### config.mk
export PLATFORM = sky130hd
export DESIGN_NAME = vga_capture
export DESIGN_NICKNAME = d
export VERILOG_FILES = /design/src/rtl/vga_capture.sv
export SDC_FILE = /design/constraint.sdc
export NUM_CORES = 1
export LEC_CHECK = 0
export CORE_AREA = 2 2 140 142
export CTS_BUF_LIST = sky130_fd_sc_hd__clkbuf_4
export DETAILED_ROUTE_END_ITERATION = 8
export DIE_AREA = 0 0 142 144
export HOLD_SLACK_MARGIN = 0.06
export SLEW_MARGIN = 20
export SYNTH_ARGS = -nofsm -noshare
export SYNTH_HDL_FRONTEND = slang
export SYNTH_SLANG_ARGS = --single-unit
### constraint.sdc
create_clock -name clk -period 8.8 [get_ports clk]
set_clock_uncertainty 0.05 [all_clocks]
set_input_delay 2.2 -clock clk [delete_from_list [all_inputs] [get_ports clk]]
set_output_delay 2.2 -clock clk [all_outputs]
set_load 0.02 [all_outputs]
### src/rtl/vga_capture.sv
// VGA receive side: synchronizes RGB/sync pins, recovers line/frame timing, locks after two
// consistent frames and emits an (x, y, colour) pixel-write stream for the active window.
module vga_capture #(
   parameter int HRES      = 800,
   parameter int VRES      = 600,
   parameter int H_START   = 216,
   parameter int V_START   = 27,
   parameter int HPOL      = 1,
   parameter int VPOL      = 1,
   parameter int MIN_LINE  = 64,
   parameter int MIN_FRAME = 16
) (
   input  logic        clk,
   input  logic        rst,
   input  logic        red,
   input  logic        green,
   input  logic        blue,
   input  logic        hsync,
   input  logic        vsync,
   output logic        pix_valid,
   output logic [10:0] pix_x,
   output logic [10:0] pix_y,
   output logic [2:0]  pix_color,
   output logic        frame_start,
   output logic        locked,
   output logic [10:0] line_len,
   output logic [10:0] frame_lines,
   output logic        lock_err
);
   typedef enum logic [1:0] {SEARCH = 2'd0, CHECK = 2'd1, LOCKED = 2'd2} state_t;

   localparam logic        HP       = (HPOL != 0);
   localparam logic        VP       = (VPOL != 0);
   localparam logic [10:0] CNT_MAX  = 11'h7FF;
   localparam logic [10:0] H_OFS    = 11'(H_START);
   localparam logic [10:0] V_OFS    = 11'(V_START);
   localparam logic [11:0] H_LO     = 12'(H_START);
   localparam logic [11:0] H_HI     = 12'(H_START + HRES);
   localparam logic [11:0] V_LO     = 12'(V_START);
   localparam logic [11:0] V_HI     = 12'(V_START + VRES);
   localparam logic [10:0] MIN_L    = 11'(MIN_LINE);
   localparam logic [10:0] MIN_F    = 11'(MIN_FRAME);

   function automatic logic [10:0] sat_inc(input logic [10:0] v);
      sat_inc = (v == CNT_MAX) ? v : v + 11'd1;
   endfunction

   logic [4:0]  sync1_q, sync2_q;
   logic        hs_prev_q, vs_prev_q;
   logic [10:0] hcnt_q, hcnt_d, vcnt_q, vcnt_d;
   logic [10:0] line_len_q, line_len_d, frame_lines_q, frame_lines_d;
   logic [10:0] first_len_q, first_len_d, ref_len_q, ref_len_d, ref_lines_q, ref_lines_d;
   logic        first_seen_q, first_seen_d, line_bad_q, line_bad_d;
   state_t      state_q, state_d;
   logic        pix_valid_q, pix_valid_d, frame_start_q, frame_start_d;
   logic [10:0] pix_x_q, pix_x_d, pix_y_q, pix_y_d;
   logic [2:0]  pix_color_q, pix_color_d;
   logic        locked_q, lock_err_q;
   logic        hs_n_s, vs_n_s, hs_edge_s, vs_edge_s, len_diff_s, bad_now_s;
   logic        ref_ok_s, mismatch_s, lock_ok_s;
   logic [10:0] meas_len_s, meas_lines_s;

   // Edge detection, counters and per-frame line-length consistency tracking.
   always_comb begin
      hs_n_s       = sync2_q[1] ~^ HP;
      vs_n_s       = sync2_q[0] ~^ VP;
      hs_edge_s    = hs_n_s & ~hs_prev_q;
      vs_edge_s    = vs_n_s & ~vs_prev_q;
      meas_len_s   = sat_inc(hcnt_q);
      meas_lines_s = sat_inc(vcnt_q);
      hcnt_d       = hs_edge_s ? 11'd0 : meas_len_s;
      if (vs_edge_s) begin
         vcnt_d = 11'd0;
      end else if (hs_edge_s) begin
         vcnt_d = meas_lines_s;
      end else begin
         vcnt_d = vcnt_q;
      end
      line_len_d    = hs_edge_s ? meas_len_s : line_len_q;
      frame_lines_d = vs_edge_s ? meas_lines_s : frame_lines_q;
      len_diff_s    = hs_edge_s & first_seen_q & (meas_len_s != first_len_q);
      bad_now_s     = line_bad_q | len_diff_s;
      first_len_d   = first_len_q;
      first_seen_d  = first_seen_q;
      line_bad_d    = bad_now_s;
      // The line closed by a vsync edge belongs to the frame that just ended.
      if (vs_edge_s) begin
         first_seen_d = 1'b0;
         line_bad_d   = 1'b0;
      end else if (hs_edge_s && !first_seen_q) begin
         first_seen_d = 1'b1;
         first_len_d  = meas_len_s;
      end else begin
         first_seen_d = first_seen_q;
      end
   end

   // Lock state machine and next pixel-output values.
   always_comb begin
      state_d     = state_q;
      ref_len_d   = ref_len_q;
      ref_lines_d = ref_lines_q;
      ref_ok_s    = !bad_now_s && (line_len_d == ref_len_q) && (frame_lines_d == ref_lines_q) &&
                    (line_len_d >= MIN_L) && (frame_lines_d >= MIN_F);
      mismatch_s  = (hs_edge_s && (meas_len_s != ref_len_q)) ||
                    (vs_edge_s && (meas_lines_s != ref_lines_q)) ||
                    (hcnt_q == CNT_MAX) || (vcnt_q == CNT_MAX);
      case (state_q)
         SEARCH: begin
            if (vs_edge_s) begin
               state_d     = CHECK;
               ref_len_d   = line_len_d;
               ref_lines_d = frame_lines_d;
            end else begin
               state_d = SEARCH;
            end
         end
         CHECK: begin
            if (vs_edge_s && ref_ok_s) begin
               state_d = LOCKED;
            end else if (vs_edge_s) begin
               ref_len_d   = line_len_d;
               ref_lines_d = frame_lines_d;
            end else begin
               state_d = CHECK;
            end
         end
         LOCKED: begin
            if (mismatch_s) begin
               state_d = SEARCH;
            end else begin
               state_d = LOCKED;
            end
         end
         default: state_d = SEARCH;
      endcase
      lock_ok_s   = (state_d == LOCKED);
      pix_valid_d = lock_ok_s && ({1'b0, hcnt_d} >= H_LO) && ({1'b0, hcnt_d} < H_HI) &&
                    ({1'b0, vcnt_d} >= V_LO) && ({1'b0, vcnt_d} < V_HI);
      if (pix_valid_d) begin
         pix_x_d     = hcnt_d - H_OFS;
         pix_y_d     = vcnt_d - V_OFS;
         pix_color_d = sync2_q[4:2];
      end else begin
         pix_x_d     = pix_x_q;
         pix_y_d     = pix_y_q;
         pix_color_d = pix_color_q;
      end
      frame_start_d = pix_valid_d && (hcnt_d == H_OFS) && (vcnt_d == V_OFS);
   end

   // State registers; a sync already active at reset is not treated as a leading edge.
   always_ff @(posedge clk) begin
      if (rst) begin
         sync1_q <= 5'd0;            sync2_q <= 5'd0;
         hs_prev_q <= 1'b1;          vs_prev_q <= 1'b1;
         hcnt_q <= 11'd0;            vcnt_q <= 11'd0;
         line_len_q <= 11'd0;        frame_lines_q <= 11'd0;
         first_len_q <= 11'd0;       first_seen_q <= 1'b0;
         line_bad_q <= 1'b0;         state_q <= SEARCH;
         ref_len_q <= 11'd0;         ref_lines_q <= 11'd0;
         pix_valid_q <= 1'b0;        frame_start_q <= 1'b0;
         pix_x_q <= 11'd0;           pix_y_q <= 11'd0;
         pix_color_q <= 3'd0;        locked_q <= 1'b0;
         lock_err_q <= 1'b0;
      end else begin
         sync1_q <= {red, green, blue, hsync, vsync};
         sync2_q <= sync1_q;
         hs_prev_q <= hs_n_s;        vs_prev_q <= vs_n_s;
         hcnt_q <= hcnt_d;           vcnt_q <= vcnt_d;
         line_len_q <= line_len_d;   frame_lines_q <= frame_lines_d;
         first_len_q <= first_len_d; first_seen_q <= first_seen_d;
         line_bad_q <= line_bad_d;   state_q <= state_d;
         ref_len_q <= ref_len_d;     ref_lines_q <= ref_lines_d;
         pix_valid_q <= pix_valid_d; frame_start_q <= frame_start_d;
         pix_x_q <= pix_x_d;         pix_y_q <= pix_y_d;
         pix_color_q <= pix_color_d; locked_q <= lock_ok_s;
         lock_err_q <= (state_q == LOCKED) && !lock_ok_s;
      end
   end

   assign pix_valid   = pix_valid_q;
   assign pix_x       = pix_x_q;
   assign pix_y       = pix_y_q;
   assign pix_color   = pix_color_q;
   assign frame_start = frame_start_q;
   assign locked      = locked_q;
   assign line_len    = line_len_q;
   assign frame_lines = frame_lines_q;
   assign lock_err    = lock_err_q;
endmodule

==> flow_summary.toml <==
[run_status]
status = "completed"

[clock_tree]
cts_buffers = 17
clk_pin_slew_ns = 0.11
cts_resized = 0
clk_latency_ns = 0.58
cts_hold_buf = 0
postCtsSetupRepairBufs = 0
cts_buffer_depth = 2
ctsHtreeMaxLevel = 4
clock-sinks = 122
cts_root_buffer = "clkbuf_4"
cts_tree = "yes"

[hold_path]
hold_path_end = "sync2_q[2]$_SDFF_PP0_"
worstHoldStart = "sync1_q[2]$_SDFF_PP0_"
min_path_type = "flop to flop"
hold_depth = 1

[grt]
antenna_found_initial = 1
overflow = 0
grt_pass1_wl_um = 31300
track_usage = 0.195
grt_max_degree = 84
grt_pass1_vias = 5582

[place]
placed_cells = 1058
gp_congestion = 0.959
dp_hpwl_um = 13700
place_area_mm2 = 0.00761
placement.io_buffers = 57

[timing]
finalSetupTns_ns = 0
relSlewSlack = 0.406
post-route-period-util = 0.544
setup_viol = 0
tightestPinTransition_ns = 0.891
max_freq_mhz = 209
rsz0062_at_grt = "no"
maxSlewViolCount = 0
hold_viol_final = 0
period_minus_slack_ns = 4.79
hold_ws_ns = 0.398

[final_layout]
area_growth_pct = 12.3
fin_cells = 1091
layout-drive-gt1-share = 0.122
final_nets = 850
final_design_area_no_fill_mm2 = 0.00789

[synth]
synth.avg_cell_area_um2 = 8.61
ys_warn_count = 0
syn_area_mm2 = 0.00703
synth_area_leaders = "dfxtp_1 35%, nor2_1 5.7%, mux2_4 4.1%"
async_flop_share = 0
synth-simple-area-share = 0.250
yosysTopAreaCell = "dfxtp_1"
synth_edf_count = 0
synth_top_family_by_area = "simple AND/OR/NAND/NOR gates"
synth_fa_ha_area_frac = 0.00712
synth_compound_area_frac = 0.190
synth_seq_cells = 122
yosysSeqAreaShare = 0.347
synthCells = 817
netlist.area_leader.share = 0.347
muxShareOfSynthArea = 0.0829
synth_nets = 828
synth_flop_cell = "dfxtp_1"
synth_cell_type_count = 80
synth_xor_area_frac = 0.0660

[critical_path]
cp_data_required_time_ns = 9.18
r2r_end = "pix_x[8]$_SDFFE_PP0P_"
reg2reg_slack_ns = 4.01
setup.worst_path.end_class = "flop"
worstPathMaxFanout = 36
critPathKind = "flop to flop"
r2r_cells = 15
arrival_ns = 5.17
r2r_start = "hcnt_q[0]$_SDFF_PP0_"
cp-start-kind = "flop"

[detailed_routing]
drt_iter0_drc = 531
vias = 6040
route.antenna.remaining_nets = 0
first_pass_iters = 5
drc = 0
viasPerCell = 5.54
wl_per_cell_um = 17.6
routed_wl_um = 19200

[floorplanning]
die_area_mm2 = 0.0204
die_w_um = 142
placeableCoreArea_mm2 = 0.0191
rows = 51
start_util = 0.368
die_h_um = 144
ios = 58

[power_and_ir_drop]
p_per_area_mw_per_mm2 = 132
p_leak_nw = 2.79
peakVddDrop_uv = 77.9

[job]
maxCapViolCount = 0
==> synthesized netlist by cell type (7+ instances only) <==
cell type and count:
a211oi_1 9, a21oi_1 34, a31o_2 7, a31oi_1 10, and2_1 10, and3_1 8
buf_2 23, clkbuf_1 24, dfxtp_1 122, inv_1 15, mux2_4 19, mux2i_1 23
nand2_1 59, nand2b_1 20, nand3_1 21, nand4_1 15, nor2_1 107, nor2b_1 37
nor3_1 16, nor4_1 11, o211ai_1 10, o21ai_0 28, xnor2_1 29, xor2_1 24
==> report_power, final <==
group | total, mW | switching (mW) | internal [mW]
Clock | 0.400 | 0.233 | 0.167
Combinational | 0.0714 | 0.0425 | 0.0288
Sequential | 0.568 | 0.00846 | 0.559
Total | 1.04 | 0.284 | 0.755
==> cells by family after synthesis <==
kind of cell | count (synthesis)
multiplexers | 48
AO/OA/AOI/OAI | 175
AND/OR/NAND/NOR | 338
buffers and inverters | 77
flip-flops | 122
adder cells (fa/ha/maj) | 4
XOR/XNOR | 53
==> worst max path at each step <==
stage                           endpoint            startpoint  cells after the start  slack (ns)
2_1_floorplan  pix_color[1]$_SDFFE_PP0P_  hcnt_q[1]$_SDFF_PP0_                     18        5.15
3_3_place_gp       pix_y[8]$_SDFFE_PP0P_  hcnt_q[0]$_SDFF_PP0_                     15        4.14
3_5_place_dp   pix_color[2]$_SDFFE_PP0P_  hcnt_q[0]$_SDFF_PP0_                     15        4.08
4_1_cts            pix_x[4]$_SDFFE_PP0P_  hcnt_q[0]$_SDFF_PP0_                     15        4.06
5_1_grt            pix_x[9]$_SDFFE_PP0P_  hcnt_q[0]$_SDFF_PP0_                     15        3.62
6_report           pix_x[8]$_SDFFE_PP0P_  hcnt_q[0]$_SDFF_PP0_                     15        4.01
==> through the flow <==
| stage | setup slack (ns) | total power [mW] | util |
|---|---|---|---|
| after global routing | 3.62 | 1.09 | 0.414 |
| after global placement | 4.14 | 0.653 | 0.399 |
| after CTS | 4.06 | 1.05 | 0.414 |
| after floorplan | 5.15 | 0.630 | - |
| final | 4.01 | 1.04 | 0.414 |
| after detailed placement | 4.08 | 0.652 | 0.399 |
==> cell usage in the layout (no fill, tap or decap), drive strengths merged, types with 7 or more instances in the layout <==
cell | synthesis | routed
dfxtp | 122 | 122
nor2 | 107 | 107
nand2 | 59 | 59
clkdlybuf4s50 | 0 | 56
nor2b | 37 | 37
a21oi | 34 | 34
xnor2 | 29 | 29
o21ai | 29 | 29
mux2 | 25 | 25
xor2 | 24 | 24
mux2i | 23 | 23
nand3 | 22 | 22
nor3 | 21 | 21
nand2b | 20 | 20
clkbuf | 25 | 17
inv | 15 | 17
nand4 | 17 | 17
a211oi | 15 | 15
a31oi | 12 | 12
nor4 | 11 | 11
and2 | 10 | 10
o211ai | 10 | 10
buf | 37 | 9
and3 | 8 | 8
a31o | 7 | 7
or2 | 7 | 7
==> layer usage <==
layer	GRT usage	vias to the layer above	share of wire
li1	-	2983	-
met1	0.286	2840	0.50
met2	0.282	190	0.42
met3	0.0434	27	0.065
met4	0.0626	0	0.018
met5	0	-	0
==> final cells by class <==
cell class	instances	area [µm²]
tap	238	298
multi-input combinational	618	4190
clock inverter	15	150
sequential	122	2440
inverter	15	56.3
timing repair buffer	65	628
fill	1956	11200
clock buffer	17	128
antenna	1	2.50
==> worst max-delay path, cell delays in order (launching register included) <==
cell and delay, ns:
dfxtp_1 0.69, ha_1 0.44, and4_1 0.60, nand3_2 0.37, nand2_1 0.18, nand2_1 0.09
inv_1 0.11, ha_1 0.20, nand4b_1 0.15, a41oi_1 0.18, a221o_1 0.35, a221o_1 0.33
nor3_4 0.18, buf_4 0.42, mux2i_1 0.24, nor2_1 0.05
Power figures use the tool's default switching activity.
